==> config.mk <==
export PLATFORM = sky130hd
export DESIGN_NAME = led_counter_ctrl_flat
export DESIGN_NICKNAME = d
export VERILOG_FILES = /design/src/rtl/led_counter_ctrl_if.sv /design/src/rtl/led_counter_ctrl.sv /design/src/flat_wrapper.sv
export SDC_FILE = /design/constraint.sdc
export NUM_CORES = 1
export LEC_CHECK = 0
export CAP_MARGIN = 20
export CORE_ASPECT_RATIO = 2
export CORE_MARGIN = 2
export CORE_UTILIZATION = 48
export DETAILED_ROUTE_END_ITERATION = 7
export GPL_TIMING_DRIVEN = 0
export PLACE_DENSITY = 0.84
export SYNTH_ARGS = -nofsm -noshare
export SYNTH_HDL_FRONTEND = slang
export SYNTH_SLANG_ARGS = --single-unit
==> constraint.sdc <==
create_clock -name clk_i -period 3.7 [get_ports clk_i]
set_input_delay 1.11 -clock clk_i [delete_from_list [all_inputs] [get_ports clk_i]]
set_output_delay 1.11 -clock clk_i [all_outputs]
set_load 0.02 [all_outputs]
==> src/rtl/led_counter_ctrl_if.sv <==
// Load handshake between a value requester and the LED counter controller.
interface led_counter_ctrl_if #(
  parameter int WIDTH = 32
);
  logic             load_valid;
  logic [WIDTH-1:0] value;
  logic             load_ready;

  // Requester side: offers a value and holds it until accepted.
  modport master (output load_valid, output value, input load_ready);
  // Controller side: accepts when load_valid & load_ready.
  modport slave  (input load_valid, input value, output load_ready);
endinterface

==> src/rtl/led_counter_ctrl.sv <==
// Sequencing controller for a free-running LED counter. Owns the count
// register and arbitrates load/start/stop/enable across IDLE, RUN, PAUSE and
// DONE. Supports wrap-at-limit and one-shot modes. led is a byte window of
// count.
module led_counter_ctrl #(
  parameter int WIDTH   = 32,
  parameter int LED_LSB = 16
) (
  input  logic                clk_i,
  input  logic                rst_ni,
  input  logic                enable_i,
  input  logic                start_i,
  input  logic                stop_i,
  input  logic                mode_i,
  input  logic [WIDTH-1:0]    limit_i,
  led_counter_ctrl_if.slave   ld,
  output logic [WIDTH-1:0]    count_o,
  output logic [7:0]          led_o,
  output logic                busy_o,
  output logic                done_o,
  output logic                wrap_o
);

  typedef enum logic [1:0] {
    S_IDLE  = 2'd0,
    S_RUN   = 2'd1,
    S_PAUSE = 2'd2,
    S_DONE  = 2'd3
  } state_e;

  state_e           state_q, state_d;
  logic [WIDTH-1:0] count_q, count_d;
  logic             wrap_q, wrap_d;
  logic             load_ready;
  logic             accept;
  logic             at_limit;

  // Load is only offered outside RUN, so a load can never race an increment.
  assign accept   = ld.load_valid & load_ready;
  assign at_limit = (count_q == limit_i);

  // State register.
  always_ff @(posedge clk_i or negedge rst_ni) begin
    if (!rst_ni) state_q <= S_IDLE;
    else         state_q <= state_d;
  end

  // Count and wrap-pulse registers.
  always_ff @(posedge clk_i or negedge rst_ni) begin
    if (!rst_ni) begin
      count_q <= '0;
      wrap_q  <= 1'b0;
    end else begin
      count_q <= count_d;
      wrap_q  <= wrap_d;
    end
  end

  // Next-state and datapath update; each branch lists its inputs in priority order.
  always_comb begin
    state_d = state_q;
    count_d = count_q;
    wrap_d  = 1'b0;
    unique case (state_q)
      S_IDLE: begin
        // A load wins over start in the same cycle.
        if (accept)       count_d = ld.value;
        else if (start_i) state_d = S_RUN;
      end
      S_RUN: begin
        if (stop_i) begin
          // Stop freezes the count even if enable is also high.
          state_d = S_PAUSE;
        end else if (enable_i && at_limit) begin
          if (!mode_i) begin
            count_d = '0;
            wrap_d  = 1'b1;
          end else begin
            state_d = S_DONE;
          end
        end else if (enable_i) begin
          // Above the limit this rolls over naturally without a wrap pulse.
          count_d = count_q + 1'b1;
        end
      end
      S_PAUSE: begin
        // Stop dominates start, so both high keeps us paused.
        if (accept)                  count_d = ld.value;
        else if (start_i && !stop_i) state_d = S_RUN;
      end
      S_DONE: begin
        if (accept) begin
          count_d = ld.value;
          state_d = S_IDLE;
        end else if (start_i) begin
          count_d = '0;
          state_d = S_RUN;
        end
      end
      default: state_d = S_IDLE;
    endcase
  end

  // Status outputs decoded from the registered state.
  always_comb begin
    busy_o     = (state_q == S_RUN);
    done_o     = (state_q == S_DONE);
    load_ready = (state_q != S_RUN);
  end

  assign ld.load_ready = load_ready;
  assign count_o       = count_q;
  assign led_o         = count_q[LED_LSB +: 8];
  assign wrap_o        = wrap_q;

endmodule
==> src/flat_wrapper.sv <==
// flat-port wrapper written by rule: the top's interface ports become plain ports
module led_counter_ctrl_flat 
#(
  parameter int WIDTH   = 32,
  parameter int LED_LSB = 16
)
  (clk_i, rst_ni, enable_i, start_i, stop_i, mode_i, limit_i, count_o, led_o, busy_o, done_o, wrap_o, ld_load_valid, ld_value, ld_load_ready);
  led_counter_ctrl_if #(.WIDTH(WIDTH)) ld_i ();
  input  logic clk_i;
  input  logic rst_ni;
  input  logic enable_i;
  input  logic start_i;
  input  logic stop_i;
  input  logic mode_i;
  input  logic [WIDTH-1:0] limit_i;
  output logic [WIDTH-1:0] count_o;
  output logic [7:0] led_o;
  output logic busy_o;
  output logic done_o;
  output logic wrap_o;
  input wire logic [$bits(ld_i.load_valid)-1:0] ld_load_valid;
  input wire logic [$bits(ld_i.value)-1:0] ld_value;
  output wire logic [$bits(ld_i.load_ready)-1:0] ld_load_ready;
  assign ld_i.load_valid = ld_load_valid;
  assign ld_i.value = ld_value;
  assign ld_load_ready = ld_i.load_ready;
  led_counter_ctrl #(.WIDTH(WIDTH), .LED_LSB(LED_LSB)) u_core (.clk_i(clk_i), .rst_ni(rst_ni), .enable_i(enable_i), .start_i(start_i), .stop_i(stop_i), .mode_i(mode_i), .limit_i(limit_i), .ld(ld_i), .count_o(count_o), .led_o(led_o), .busy_o(busy_o), .done_o(done_o), .wrap_o(wrap_o));
endmodule
=== Word level (Yosys, flattened, before mapping) ===
Cells that the tools add are included.

* Multiplexer cells: 21
* Eq/ne operators: 15
* Reductions and logical operators: 7
* Bitwise operators: 1
* Add/sub/neg operators: 1

{| class="wikitable"
|+ Operators with widths
! kind !! number
|-
| $mux 32 || 7
|-
| $pmux 32 s3 || 1
|-
| $add 32x1->32 const B || 1
|-
| $eq 32x32->1 || 1
|-
| $mux 2 || 8
|-
| $reduce_and 5->1 || 2
|-
| $ne 3x2->1 const B || 3
|-
| $pmux 2 s4 || 1
|-
| $ne 2x1->1 const B || 3
|-
| $ne 2x2->1 const B || 3
|-
| $ne 3x3->1 const B || 2
|-
| $eq 2x2->1 const B || 2
|-
| $mux 1 || 4
|-
| $eq 2x1->1 const B || 1
|-
| $logic_and 1x1->1 || 2
|-
| $logic_not 2->1 || 1
|-
| $reduce_or 2->1 || 1
|-
| $and 1x1->1 || 1
|-
| $logic_not 1->1 || 1
|}

* Input port bits: 71
* Register bits: 35

=== Depth between registers and ports, before layout ===
Gate-level depths: netlist of the first run.

* Depth in word-level cells: 5
* Mapped depth: 10
* Mapped depth without buffers: 6

=== Worst setup path after synthesis of the first run ===
OpenSTA, ideal clock, no wires.

* Path kind: input-to-reg
* From: in limit_i[9]
* To: reg u_core.count_q[0], in the netlist u_core.count_o[0]
* Stages on the path: 7
* Path buffers: 1
* Library setup time: 0.125 ns
* Path slack: 0.696 ns
* Arrival time: 2.880 ns
* Path through: xor2_1 > a2111o_1 > or2_1 > nor4_4 > or2_2 > buf_6 > mux2_2

* Cells in the longest elaborated chain, start to end: 5

{| class="wikitable"
|+ RTL lines
! item !! line !! text
|-
| start: declaration || flat_wrapper.sv:15 || <nowiki>input logic [WIDTH-1:0] limit_i;</nowiki>
|-
| $eq 32x32->1 * || led_counter_ctrl.sv:40 || <nowiki>assign at_limit = (count_q == limit_i);</nowiki>
|-
| $logic_and 1x1->1 * || led_counter_ctrl.sv:74 || <nowiki>end else if (enable_i && at_limit) begin</nowiki>
|-
| $mux 32 || led_counter_ctrl.sv:74 ||
|-
| $mux 32 || led_counter_ctrl.sv:71 || <nowiki>if (stop_i) begin</nowiki>
|-
| $pmux 32 s3 || led_counter_ctrl.sv:64 || <nowiki>unique case (state_q)</nowiki>
|-
| end signal: assignment || led_counter_ctrl.sv:54 || <nowiki>count_q <= count_d;</nowiki>
|-
| end: declaration || led_counter_ctrl.sv:32 || <nowiki>logic [WIDTH-1:0] count_q, count_d;</nowiki>
|}

Every way passes the cells marked *; elsewhere a longest branch is shown, timed or not. The select of a mux whose other input is x is not followed.
A chain may end at the register's enable or synchronous reset.

=== Final worst setup path of the first run ===
* From: in limit_i[19]
* To: reg u_core.count_q[0], in the netlist u_core.count_o[0]

Same word-level chain as after synthesis.

==> results of run 1 <==
==> routing by layer <==
layer | share of wire | vias to the layer above
li1 | - | 1544
met1 | 0.36 | 1555
met2 | 0.50 | 234
met3 | 0.098 | 40
met4 | 0.039 | 0
met5 | 0 | -
==> cell families (layout without fill, tap and decap cells) <==
logic type,count (synthesis),in the layout
AND/OR/NAND/NOR,118,118
adder cells (fa/ha/maj),1,1
flip-flops,35,35
buffers and inverters,61,183
AO/OA/AOI/OAI,104,104
multiplexers,2,2
XOR/XNOR,31,31
==> worst min-delay path by stage <==
stage                     slack (ns)                 end                from
final                           0.61  u_core.count_o[30]  u_core.count_o[30]
after global routing            0.63  u_core.count_o[30]  u_core.count_o[30]
after CTS                       0.60  u_core.count_o[30]  u_core.count_o[30]
after detailed placement        0.60  u_core.count_o[30]  u_core.count_o[30]
after global placement          0.58  u_core.count_o[30]  u_core.count_o[30]
after floorplan                 0.64  u_core.count_o[31]  u_core.count_o[31]
==> state kept, by name (all words and copies together), names as in the netlist <==
name and cells:
u_core.count_o 32, u_core.state_q 2, u_core.wrap_o 1
==> final cells by class <==
type	instances	share of cell area
timing repair buffer	114	0.265
sequential	35	0.204
tap	63	0.0184
multi-input combinational	256	0.405
buffer	32	0.0417
clock inverter	2	0.00816
clock buffer	6	0.0324
inverter	29	0.0254
==> worst min-delay path, delay by kind of cell (launching register included) <==
family	cells	cell delay, ns
DFF	1	0.44
buffers and inverters	1	0.08
AOI/OAI and AO/OA	1	0.05
==> power breakdown <==
part	switching (mW)	internal, mW
Combinational	1.03	0.910
Clock	0.179	0.335
Sequential	0.337	0.565
==> Yosys cell counts (2+ instances only) <==
| master | number | share of area |
|---|---|---|
| o22ai_1 | 23 | 0.050 |
| buf_2 | 5 | 0.0087 |
| nand2_1 | 32 | 0.042 |
| and4_1 | 3 | 0.0091 |
| buf_6 | 2 | 0.0078 |
| or2_2 | 2 | 0.0043 |
| a22o_1 | 3 | 0.0091 |
| inv_1 | 29 | 0.038 |
| nor3_1 | 5 | 0.0087 |
| nand4_1 | 15 | 0.033 |
| nand3b_1 | 2 | 0.0052 |
| and2_1 | 3 | 0.0065 |
| buf_4 | 10 | 0.026 |
| nor2_1 | 16 | 0.021 |
| xnor2_1 | 27 | 0.082 |
| a22oi_1 | 10 | 0.026 |
| a211oi_1 | 24 | 0.062 |
| and3_1 | 3 | 0.0065 |
| xor2_1 | 4 | 0.012 |
| a21boi_0 | 2 | 0.0052 |
| or4_1 | 2 | 0.0052 |
| clkbuf_1 | 15 | 0.020 |
| o211ai_1 | 7 | 0.018 |
| dfrtp_1 | 35 | 0.30 |
| o31a_1 | 13 | 0.039 |
| a21oi_1 | 3 | 0.0052 |
| nor4_1 | 5 | 0.011 |
| o21ai_0 | 7 | 0.012 |
| a32oi_1 | 3 | 0.0091 |
| nand3_1 | 21 | 0.036 |
==> implementation parameters, run 1 <==
Parameter                              Value

Run status
  Outcome    finished, violations left
  Failing checks    DRC

Synth
  Multiplexer area fraction after synthesis    0.00781
  Seq cells post-synth    35
  Prevailing post-synth register cell    dfrtp_1
  Cell area after synthesis    2880 um^2
  XOR/XNOR share of the synthesized area    0.0942
  Combinational family with the most area after synthesis    compound AO/OA/AOI/OAI gates
  Post-Synthesis Net Count    424
  Synth Area in Compound Gates    0.269
  Synthesized-area fraction occupied by and/or/nand/nor cells    0.221
  EDFF count, synth    0
  Cells after synthesis    352
  Average cell area after synthesis    8.19 um^2
  Cell variety after synth    51
  Share of async-settable or async-resettable flops after synthesis    1.00
  Sequential fraction of the synthesis area    0.304
  Adder and majority cell fraction of the synthesized area    0.00434
  Ys Warns    0

Power and ir drop
  Leak pwr    1.61 nW
  Power Total    3.36 mW
  PwrDens    783 nW/um^2
  Max VDD drop    0.423 mV

Route
  Starting DRT DRC Count    260
  Aggregate routed wire length    11000 um
  Routed vias/inst    6.28
  DR vias    3373
  Residual DRC count    8
  Detail Route Antenna Nets    0
  Number of detailed-route iterations in the first pass    8
  Average wire per cell in the routed design    20.5 um

Critical path
  Length in cells of the worst reg-to-reg path    7
  Worst Path Class, Setup    input port to flip-flop
  Worst endpoint data arrival time    3.75 ns
  Number of logic stages on the critical path including buffering    8
  Capture point of the worst reg-to-reg path    u_core.count_o[0]
  Capturing element of the worst setup path    u_core.count_o[0]
  Worst setup path startpoint    limit_i[19]
  Reg2Reg Launch Point    u_core.count_o[19]
  Cell family with most CP delay    simple AND/OR/NAND/NOR gates
  Data required, critical path    3.87 ns
  Worst R2R Setup Slack    0.91 ns
  Sequence of cells on the critical path    clkdlybuf4s50_1 -> xnor2_2 -> nand4_1 -> or4_4 -> nor4_4 -> or2_2 -> buf_6 -> mux2_2
  Delay of the slowest cell on the worst path    0.62 ns
  Kind of capture point of the worst setup path    flip-flop
  Buffers and inverters on the worst path    2
  CP Launch Type    input port
  Max stage delay cell, worst path    or4_4
  Largest fanout on the critical path    10

Placed design
  Buffers on Ports    114
  Cell area reported after detailed placement    4100 um^2
  Worst-case setup slack after placement    -0.244 ns
  Weighted congestion reported at the end of routability-driven placement    0.957
  DP HPWL    8050 um
  Placed cell count    529

Cells and area
  Area growth, synth to finish    48.9%
  Count of placed standard cells in the final layout, fillers left out    537
  Leading cell type in the layout, fill and taps excluded    clkdlybuf4s50_1
  Most frequent cells in the layout    clkdlybuf4s50_1, dfrtp_1, nand2_1
  Net count reported at finish    545
  Ant. Diodes    0
  Share of cells above drive strength 1    0.0781
  Area taken by multi-input logic gates    1740 um^2
  Share of the core filled with cells in the final layout    0.727
  Cell area after layout    4290 um^2
  Reg area    876 um^2
  Filler instances    500

GRT
  GR Util met3    0.0714
  Final global-route overflow total    0
  Layer with the highest usage after global routing    met2
  GR Util met2    0.547
  Via count of the first global-routing pass    3328
  Pin count of the biggest net entering global routing    36
  Met1 demand-to-capacity share in global routing    0.420
  Wire length of the first global-routing pass    17200 um
  Number of antenna violations at the first check in global routing    0
  Total routing usage reported by global routing    0.341

Clock network
  Number of levels the H-tree was split into    2
  Clock transition time at the flip-flop clock pins of the worst setup and hold paths    0.06 ns
  Count of cells resized by post-cts repair    0
  Post CTS Setup Buffer Count    0
  CTS tree    built
  Number of buffers between clock root and the deepest sink    2
  Number of buffers added by the clock tree synthesis step    5
  Clk sink count    35
  Buffer type at the clock tree root    clkbuf_16
  Clock Latency Late Sink    0.29 ns
  CTS Hold Bufs    0

Timing
  Unrepaired setup endpoints after global routing    false
  Worst-case setup margin in the final layout    0.123 ns
  Transition at the pin with the smallest max-transition slack    0.866 ns
  Max Slew Vio Count    0
  Setup clock skew after layout    0.00643 ns
  Final-report setup violation count    0
  Final hold violation count    0
  Highest clock rate    0.280 GHz
  Post-route fraction of the period consumed by the critical path    0.967
  Slew headroom    0.423
  Hold WS    0.609 ns
  Final-layout setup total negative slack    0 ns
  Final worst path period need    3.58 ns

Die
  Initial core utilization    0.488
  Number of top-level design ports    115
  Overall die area    6680 um^2
  Vertical extent of the die    114 um
  Horizontal extent of the die    58.8 um
  Std cell rows    40
  Placeable core region    5910 um^2

Min path
  Count of cells along the worst hold path    2
  Path class of the lowest-slack min-delay path    flip-flop to flip-flop

Job
  Maxcap violations    0
(Power assumes the default switching activity.)
==> inputs of run 2 (changes only) <==
Settings changed: CORE_UTILIZATION 48 to 50, DONT_BUFFER_PORTS set to 1, PLACE_DENSITY 0.84 to 0.62.
==> run 2 against run 1 <==
Net effect:
- the run now ends clean
- count of clock-buffer cells in the layout grew 2
- cell area decreased by 27%
- first-iteration DRC count decreased by 14%
- hold slack worse by 0.10 ns
- combinational power decreased by 41%
- largest power group unchanged
- global-route usage down 1.1 points
- via count shrank 14%
- critical path depth is 1 lower
- sequential power is 27% higher
==> implementation parameters, run 2 (synthesis results as in run 1) <==
Parameter                              Value

Placed design
  Weighted congestion reported at the end of routability-driven placement    0.932 (-2.6%)
  Buffers on Ports    0 (-100%)
  DP HPWL    7750 um (-3.7%)
  Cell area reported after detailed placement    2960 um^2 (-28%)
  Worst-case setup slack after placement    0.205 ns (+0.449 ns)

Die
  Vertical extent of the die    111 um (-1.9%)
  Placeable core region    5660 um^2 (-4.2%)
  Std cell rows    39 (-2.5%)
  Initial core utilization    0.509 (+0.0211)
  Number of top-level design ports    115 (unchanged)
  Horizontal extent of the die    57.7 um (-1.9%)
  Overall die area    6430 um^2 (-3.8%)

Cells and area
  Net count reported at finish    431 (-21%)
  Leading cell type in the layout, fill and taps excluded    dfrtp_1
  Cell area after layout    3120 um^2 (-27%)
  Ant. Diodes    0 (unchanged)
  Share of cells above drive strength 1    0.0889 (+0.0108)
  Reg area    876 um^2 (unchanged)
  Filler instances    555 (+11%)
  Area growth, synth to finish    8.07%
  Number of flip-flops in the largest register    32 (unchanged)
  Most frequent cells in the layout    dfrtp_1, nand2_1, inv_1
  Area taken by multi-input logic gates    1720 um^2 (-1.2%)

Timing
  Final-report setup violation count    0 (unchanged)
  Worst-case setup margin in the final layout    0.357 ns (+0.234 ns)
  Unrepaired setup endpoints after global routing    false
  Final-layout setup total negative slack    0 ns (unchanged)
  Max Slew Vio Count    0 (unchanged)
  Final worst path period need    3.34 ns (-0.234 ns)
  Setup clock skew after layout    0.00847 ns (+0.00205 ns)
  Final hold violation count    0 (unchanged)
  Transition at the pin with the smallest max-transition slack    0.846 ns (-0.0201 ns)
  Highest clock rate    0.299 GHz (+7.0%)
  Post-route fraction of the period consumed by the critical path    0.903 (-0.0633)
  Slew headroom    0.433 (+0.0108)

Power and ir drop
  Max VDD drop    0.559 mV (+32%)
  PwrDens    888 nW/um^2 (+13%)
  Power Total    2.77 mW (-18%)
  Leak pwr    1.16 nW (-28%)

Clock network
  Number of levels the H-tree was split into    2 (unchanged)
  CTS Hold Bufs    0 (unchanged)
  Buffer type at the clock tree root    clkbuf_16
  Clock Latency Late Sink    0.29 ns (about the same)
  CTS tree    built
  Post CTS Setup Buffer Count    0 (unchanged)
  Clock transition time at the flip-flop clock pins of the worst setup and hold paths    0.06 ns (about the same)
  Clk sink count    35 (unchanged)
  Count of cells resized by post-cts repair    0 (unchanged)
  Number of buffers added by the clock tree synthesis step    5 (unchanged)
  Number of buffers between clock root and the deepest sink    2 (unchanged)

Job
  Maxcap violations    0 (unchanged)

Critical path
  Buffers and inverters on the worst path    1 (-1)
  Kind of capture point of the worst setup path    flip-flop
  Largest fanout on the critical path    10 (unchanged)
  Worst Path Class, Setup    input port to flip-flop
  Worst endpoint data arrival time    3.50 ns (-0.25 ns)
  Data required, critical path    3.86 ns (about the same)
  Cell family with most CP delay    compound AO/OA/AOI/OAI gates
  Delay of the slowest cell on the worst path    0.53 ns (-0.09 ns)
  Max stage delay cell, worst path    nor4_1
  CP Launch Type    input port
  Sequence of cells on the critical path    xnor2_1 -> nand4_1 -> nor4_1 -> a31oi_1 -> clkbuf_1 -> a211oi_1 -> o22ai_1

Route
  Number of detailed-route iterations in the first pass    5 (-3)
  Routed vias/inst    6.91 (+10%)
  Residual DRC count    0 (-8)
  Detail Route Antenna Nets    0 (unchanged)
  Aggregate routed wire length    10400 um (-5.8%)
  Starting DRT DRC Count    223 (-14%)
  DR vias    2911 (-14%)
  Average wire per cell in the routed design    24.7 um (+20%)

GRT
  Number of antenna violations at the first check in global routing    0 (unchanged)
  Total routing usage reported by global routing    0.330 (-0.0109)
  Final global-route overflow total    0 (unchanged)
  Wire length of the first global-routing pass    15800 um (-8.2%)
  Pin count of the biggest net entering global routing    36 (unchanged)
  Via count of the first global-routing pass    2807 (-16%)

Min path
  Path class of the lowest-slack min-delay path    input port to asynchronous set/reset pin

Run status
  Outcome    finished, final reports clean
-- run 2: per-stage QoR --
| stage | instances | utilization | hold WS [ns] |
|---|---|---|---|
| floorplan | 352 | - | 0.639 |
| finish | 421 | 0.550 | 0.507 |
| CTS | 421 | 0.550 | 0.509 |
| detailed placement | 413 | 0.523 | 0.672 |
| global placement | 413 | 0.523 | 0.667 |
| global route | 421 | 0.550 | 0.505 |
-- run 2: cell type report --
class,instances,share of cell area
inverters,29,0.0349
well taps,61,0.0245
flip-flops and latches,35,0.281
multi-input cells,256,0.552
clock buffers,8,0.0502
plain buffers,32,0.0574
-- run 2: final timing paths --
kind	start	to	slack, ns	cells past startpoint
min reg2reg	u_core.count_o[31]	u_core.count_o[31]	0.68	2
min in group clk_i	u_core.count_o[31]	u_core.count_o[31]	0.68	2
min	rst_ni	u_core.count_o[29]	0.51	0
max reg2reg	u_core.count_o[5]	u_core.count_o[5]	0.56	7
max in group asynchronous	rst_ni	u_core.count_o[14]	3.11	0
max	limit_i[5]	u_core.count_o[5]	0.36	7
-- run 2: routing by layer --
layer  global-route usage  share of wire
met1                0.371           0.35
met2                0.558           0.53
met3               0.0767          0.076
met4                0.178          0.039
met5                    0              0
-- run 2: where the power goes --
part	leakage, nW	internal [mW]	switching, mW	total (mW)
sequential	0.432	0.559	0.593	1.15
clock	0.0772	0.287	0.169	0.456
combinational	0.650	0.470	0.689	1.16
==> inputs of run 3 (changes only) <==
Settings changed: REMOVE_ABC_BUFFERS set to 1.
==> run 3 against run 2 <==
Net effect:
- register-to-register slack got worse by 0.13 ns
- worst setup slack got worse by 0.054 ns
- via count decreased by 2.0%
- clock skew decreased by 0.0065 ns
- final cell count decreased by 6.4%
- critical path type unchanged
- largest cell class unchanged
==> implementation parameters, run 3 (synthesis results as in run 1) <==
Parameter                              Value

Power and ir drop
  Part of the total power dissipated in sequential elements    0.475 (+0.059)
  Share of total power in the clock network    0.153 (-0.012)
  PwrDens    862 nW/um^2 (-3.0%)
  Switching pwr    1.39 mW (-4.2%)
  Part of the total power dissipated in combinational logic    0.371 (-0.048)
  Total internal power    1.23 mW (-6.8%)
  Leak pwr    1.10 nW (-5.0%)
  Max VDD drop    0.554 mV (-1.1%)
  Switching fraction of total power    0.531 (+0.00682)

Route
  Routed vias/inst    7.24 (+4.8%)
  Starting DRT DRC Count    138 (-38%)
  Number of detailed-route iterations in the first pass    4 (-1)
  Aggregate routed wire length    9580 um (-7.8%)
  Average wire per cell in the routed design    24.3 um (-1.5%)
  Residual DRC count    0 (unchanged)
  Detail Route Antenna Nets    0 (unchanged)
  DR vias    2854 (-2.0%)

Timing
  Max Slew Vio Count    0 (unchanged)
  Highest clock rate    0.294 GHz (-1.6%)
  Final worst path period need    3.40 ns (+0.0538 ns)
  Post-route fraction of the period consumed by the critical path    0.918 (+0.0145)
  Unrepaired setup endpoints after global routing    false
  Final-report setup violation count    0 (unchanged)
  Slew headroom    0.400 (-0.0339)
  Setup clock skew after layout    0.00199 ns (-0.00648 ns)
  Worst-case setup margin in the final layout    0.303 ns (-0.0538 ns)
  Hold WS    0.518 ns (+0.0101 ns)
  Final hold violation count    0 (unchanged)
  Transition at the pin with the smallest max-transition slack    0.892 ns (+0.0465 ns)

Die
  Std cell rows    39 (unchanged)
  Initial core utilization    0.509 (unchanged)
  Horizontal extent of the die    57.7 um (unchanged)
  Number of top-level design ports    115 (unchanged)
  Vertical extent of the die    111 um (unchanged)
  Placeable core region    5660 um^2 (unchanged)
  Overall die area    6430 um^2 (unchanged)

Clock network
  CTS Hold Bufs    0 (unchanged)
  Buffer type at the clock tree root    clkbuf_16
  Number of buffers added by the clock tree synthesis step    5 (unchanged)
  CTS tree    built
  Clock transition time at the flip-flop clock pins of the worst setup and hold paths    0.05 ns (about the same)
  Clock Latency Late Sink    0.28 ns (about the same)
  Number of buffers between clock root and the deepest sink    2 (unchanged)
  Clk sink count    35 (unchanged)
  Number of levels the H-tree was split into    2 (unchanged)

GRT
  Total routing usage reported by global routing    0.306 (-0.0243)
  Wire length of the first global-routing pass    15100 um (-3.9%)
  Number of antenna violations at the first check in global routing    0 (unchanged)
  Via count of the first global-routing pass    2868 (+2.2%)
  Final global-route overflow total    0 (unchanged)
  Pin count of the biggest net entering global routing    36 (unchanged)

Placed design
  DP HPWL    6830 um (-12%)
  Buffers on Ports    0 (unchanged)
  Worst-case setup slack after placement    -0.492 ns (-0.697 ns)
  Weighted congestion reported at the end of routability-driven placement    0.831 (-11%)

Cells and area
  Number of flip-flops in the largest register    32 (unchanged)
  Area growth, synth to finish    5.34%
  Share of the core filled with cells in the final layout    0.536 (-0.0139)
  Most frequent cells in the layout    dfrtp_1, nand2_1, inv_1
  Share of cells above drive strength 1    0.0661 (-0.0228)
  Ant. Diodes    0 (unchanged)
  Leading cell type in the layout, fill and taps excluded    dfrtp_1
  Net count reported at finish    406 (-5.8%)

Job
  Maxcap violations    0 (unchanged)

Critical path
  Length in cells of the worst reg-to-reg path    7 (unchanged)
  Worst endpoint data arrival time    3.56 ns (+0.06 ns)
  CP Launch Type    input port
  Largest fanout on the critical path    30 (+20)
  Capture point of the worst reg-to-reg path    u_core.count_o[0]
  Kind of capture point of the worst setup path    flip-flop
  Worst R2R Setup Slack    0.43 ns (-0.13 ns)
  Reg2Reg Launch Point    u_core.count_o[19]
  Data required, critical path    3.87 ns (about the same)
  Worst Path Class, Setup    input port to flip-flop

Min path
  Path class of the lowest-slack min-delay path    input port to asynchronous set/reset pin

Run status
  Outcome    finished, final reports clean
-- run 3: metrics by stage --
| step | TNS, ns | cells | power, mW | instance area [um^2] |
|---|---|---|---|---|
| 6_report | 0 | 394 | 2.62 | 3040 |
| 2_1_floorplan | -0.690 | 320 | 1.82 | 2700 |
| 3_5_place_dp | -9.16 | 384 | 2.19 | 2860 |
| 4_1_cts | 0 | 390 | 2.60 | 2990 |
| 3_3_place_gp | -42.52 | 381 | 2.14 | 2780 |
| 5_1_grt | 0 | 394 | 2.79 | 3040 |
-- run 3: worst max path at each step --
stage	depth (start not counted)	slack, ns	startpoint	to
2_1_floorplan	6	-0.15	limit_i[9]	u_core.count_o[0]
3_3_place_gp	6	-1.48	limit_i[9]	u_core.count_o[17]
3_5_place_dp	6	-0.49	limit_i[19]	u_core.count_o[0]
4_1_cts	6	0.02	limit_i[19]	u_core.count_o[0]
5_1_grt	7	0.24	limit_i[19]	u_core.count_o[15]
6_report	7	0.30	limit_i[19]	u_core.count_o[0]
-- run 3: critical path: stages --
cell and delay, ns:
xnor2_1 0.28, nand4_1 0.21, or4_4 0.60, nor4_4 0.32, buf_4 0.25, or2_4 0.40, mux2_2 0.39
-- run 3: final cells by class --
cell class | count | area [um^2]
clock buffers | 6 | 129
well taps | 61 | 76.3
inverters | 29 | 109
repair buffers | 7 | 104
fillers | 542 | 2620
flip-flops and latches | 35 | 876
multi-input cells | 256 | 1740
-- run 3: power groups by stage --
stage	Sequential (mW)	Combinational (mW)	Clock, mW
2_1_floorplan	1.12	0.706	0
3_3_place_gp	1.24	0.894	0
3_5_place_dp	1.25	0.944	0
4_1_cts	1.24	0.951	0.404
5_1_grt	1.29	1.08	0.423
6_report	1.24	0.972	0.401
-- run 3: layer usage --
layer	vias to the layer above	wire, um	part of all wire	track usage
li1	1274	-	-	-
met3	24	847	0.088	0.0685
met1	1397	3400	0.35	0.370
met4	0	388	0.041	0.157
met5	-	0	0	0
met2	159	4940	0.52	0.497
-- run 3: timing repair --
action                                  CTS  global route
cloned                                    0             0
setup buffers                             0             3
resized for setup                         1             0
pin swaps                                 1             1
endpoints found under the setup margin   29             2
==> variant, RTL diff (settings of run 1) <==
Register the output `count_o` once more, cleared by the reset; this adds one clock of latency there. The other outputs are not delayed to match.
--- a/src/rtl/led_counter_ctrl.sv
+++ b/src/rtl/led_counter_ctrl.sv
@@ -109,7 +109,13 @@
   end
 
   assign ld.load_ready = load_ready;
-  assign count_o       = count_q;
+  always_ff @(posedge clk_i or negedge rst_ni) begin
+    if (!rst_ni) begin
+      count_o <= '0;
+    end else begin
+      count_o <= count_q;
+    end
+  end
   assign led_o         = count_q[LED_LSB +: 8];
   assign wrap_o        = wrap_q;
 
Check against the original RTL: not equivalent (Yosys sat finds a counterexample within 4 cycles, from zero or initial values and one cycle with rst_ni low).
==> variant against run 1 <==
  * Design area rose by 19%
  * Sequential power rose by 63%
  * Synthesized area rose by 24%
  * Worst setup slack improved by 180 ps
  * Sequential cell count rose by 32
  * Sequential share of layout area rose by 12 points
  * Final cell count rose by 8.6%
  * Global-route usage fell by 5.9 points
  * Power rose by 24%
  * Routed wire length fell by 0.53%
  * Critical endpoint is now busy_o
==> variant: results (changes against run 1) <==
Placed design
  • Pre-CTS setup slack: 249 ps (+494 ps)
  • Gpl congestion: 0.943 (-1.4%)
  • Hpwl dp: 8170 um (+1.4%)
  • DP Cell Count: 568 (+7.4%)
  • Placed instance area: 4830 um2 (+18%)

Worst setup path
  • Slowest cell on the critical path: clkdlybuf4s50_1
  • CP arrival: 2290 ps (-1460 ps)
  • Critical Path Max Stage Delay: 660 ps (+40 ps)
  • Delay-heaviest family, CP: buffers and inverters

Synth
  • Top post-synthesis cells by area: dfrtp_1 (47%), xnor2_1 (5.6%), nand2_1 (4.4%)
  • Register area share after synthesis: 46.8% (+16 points)
  • Most frequent cells after synthesis: dfrtp_1 (67), nand2_1 (42), inv_1 (25)
  • Number of unique standard cell types used by synthesis: 65 (+27%)
  • Syn_area_per_cell: 9.89 um2 (+21%)
  • Syn Nets: 434 (+2.4%)

Pwr
  • Clock share of power: 19.2% (+3.9 points)
  • Worst IR Drop VDD: 440 uV (+4.1%)
  • Cell Int Power: 2.48 mW (+37%)
  • P_comb: 1.90 mW (-3%)
  • Cell Pwr Density: 817 nW/um2 (+4.3%)

Finish
  • Share of layout cells above drive strength 1: 11.2% (+3.4 points)
  • Fin nets: 559 (+2.6%)
  • Final std cells w/o fill: 583 (+8.6%)

GRT
  • Largest net degree at the start of global routing: 68 (+89%)
  • First-pass GRT wire length: 17,300 um (+0.80%)
  • Total Routing Usage GR: 28.2% (-5.9 points)
  • Vias in the first global route: 3,467 (+4.2%)

Routing
  • Via Count: 3,412 (+1.2%)
  • 1st-iter DRT viols: 357 (+37%)
  • WL per Instance: 18.8 um (-8.4%)
  • First-pass iteration count of the detailed router: 5 (-3)

STA
  • Rel. slew slack: 44.3% (+2.1 points)
  • Clock skew: 7.16 ps (+0.737 ps)

Clocking
  • CTS buffer count: 9 (+4)
  • H-Tree Depth: 3 (+1)
  • Skew-Pair Late Insertion Delay: 340 ps (+50 ps)

Run status
  • Outcome: completed
[variant: cell count changes after synthesis, moves of 11 or more]
cell,run 1,this run
o22ai_1,23,2
clkbuf_1,15,4
dfrtp_1,35,67
o31a_1,13,0
a211oi_1,24,4
a21oi_1,3,16
[variant: path summary, 6_finish.rpt]
path / start / to / slack (ps) / cells after the start
max reg2reg: u_core.count_q[5]$_DFFE_PN0P_ / u_core.count_q[31]$_DFFE_PN0P_ / 1210 / 8
max in group asynchronous: rst_ni / u_core.count_o[7]$_DFF_PN0_ / 2270 / 1
max: u_core.state_q[1]$_DFFE_PN0P_ / busy_o / 300 / 6
min reg2reg: u_core.count_q[5]$_DFFE_PN0P_ / u_core.count_o[5]$_DFF_PN0_ / 380 / 0
min in group asynchronous: rst_ni / u_core.count_o[24]$_DFF_PN0_ / 870 / 1
min: u_core.count_q[5]$_DFFE_PN0P_ / u_core.count_o[5]$_DFF_PN0_ / 380 / 0
[variant: final cells by class]
| class | count | area (um2) |
|---|---|---|
| plain buffers | 25 | 188 |
| clock buffers | 13 | 270 |
| clock inverters | 2 | 10.0 |
| fillers | 580 | 2150 |
| inverters | 25 | 93.8 |
| multi-input cells | 245 | 1620 |
| flip-flops and latches | 67 | 1680 |
| well taps | 92 | 115 |
| repair buffers | 114 | 1140 |
[variant: routing by layer]
layer | GRT usage (%) | part of all wire (%)
met5 | 0 | 0
met2 | 47.9 | 54
met4 | 17.3 | 4.6
met1 | 31.5 | 36
met3 | 6.16 | 5.6
[variant: logic make-up after synthesis]
kind of cell | Yosys count | share of synthesized area (%)
mux | 2 | 0.559
flops | 67 | 46.8
buf+inv | 50 | 7.86
xor+xnor | 27 | 6.60
simple gates | 129 | 21.0
fa+ha+maj | 1 | 0.349
compound gates | 86 | 16.8
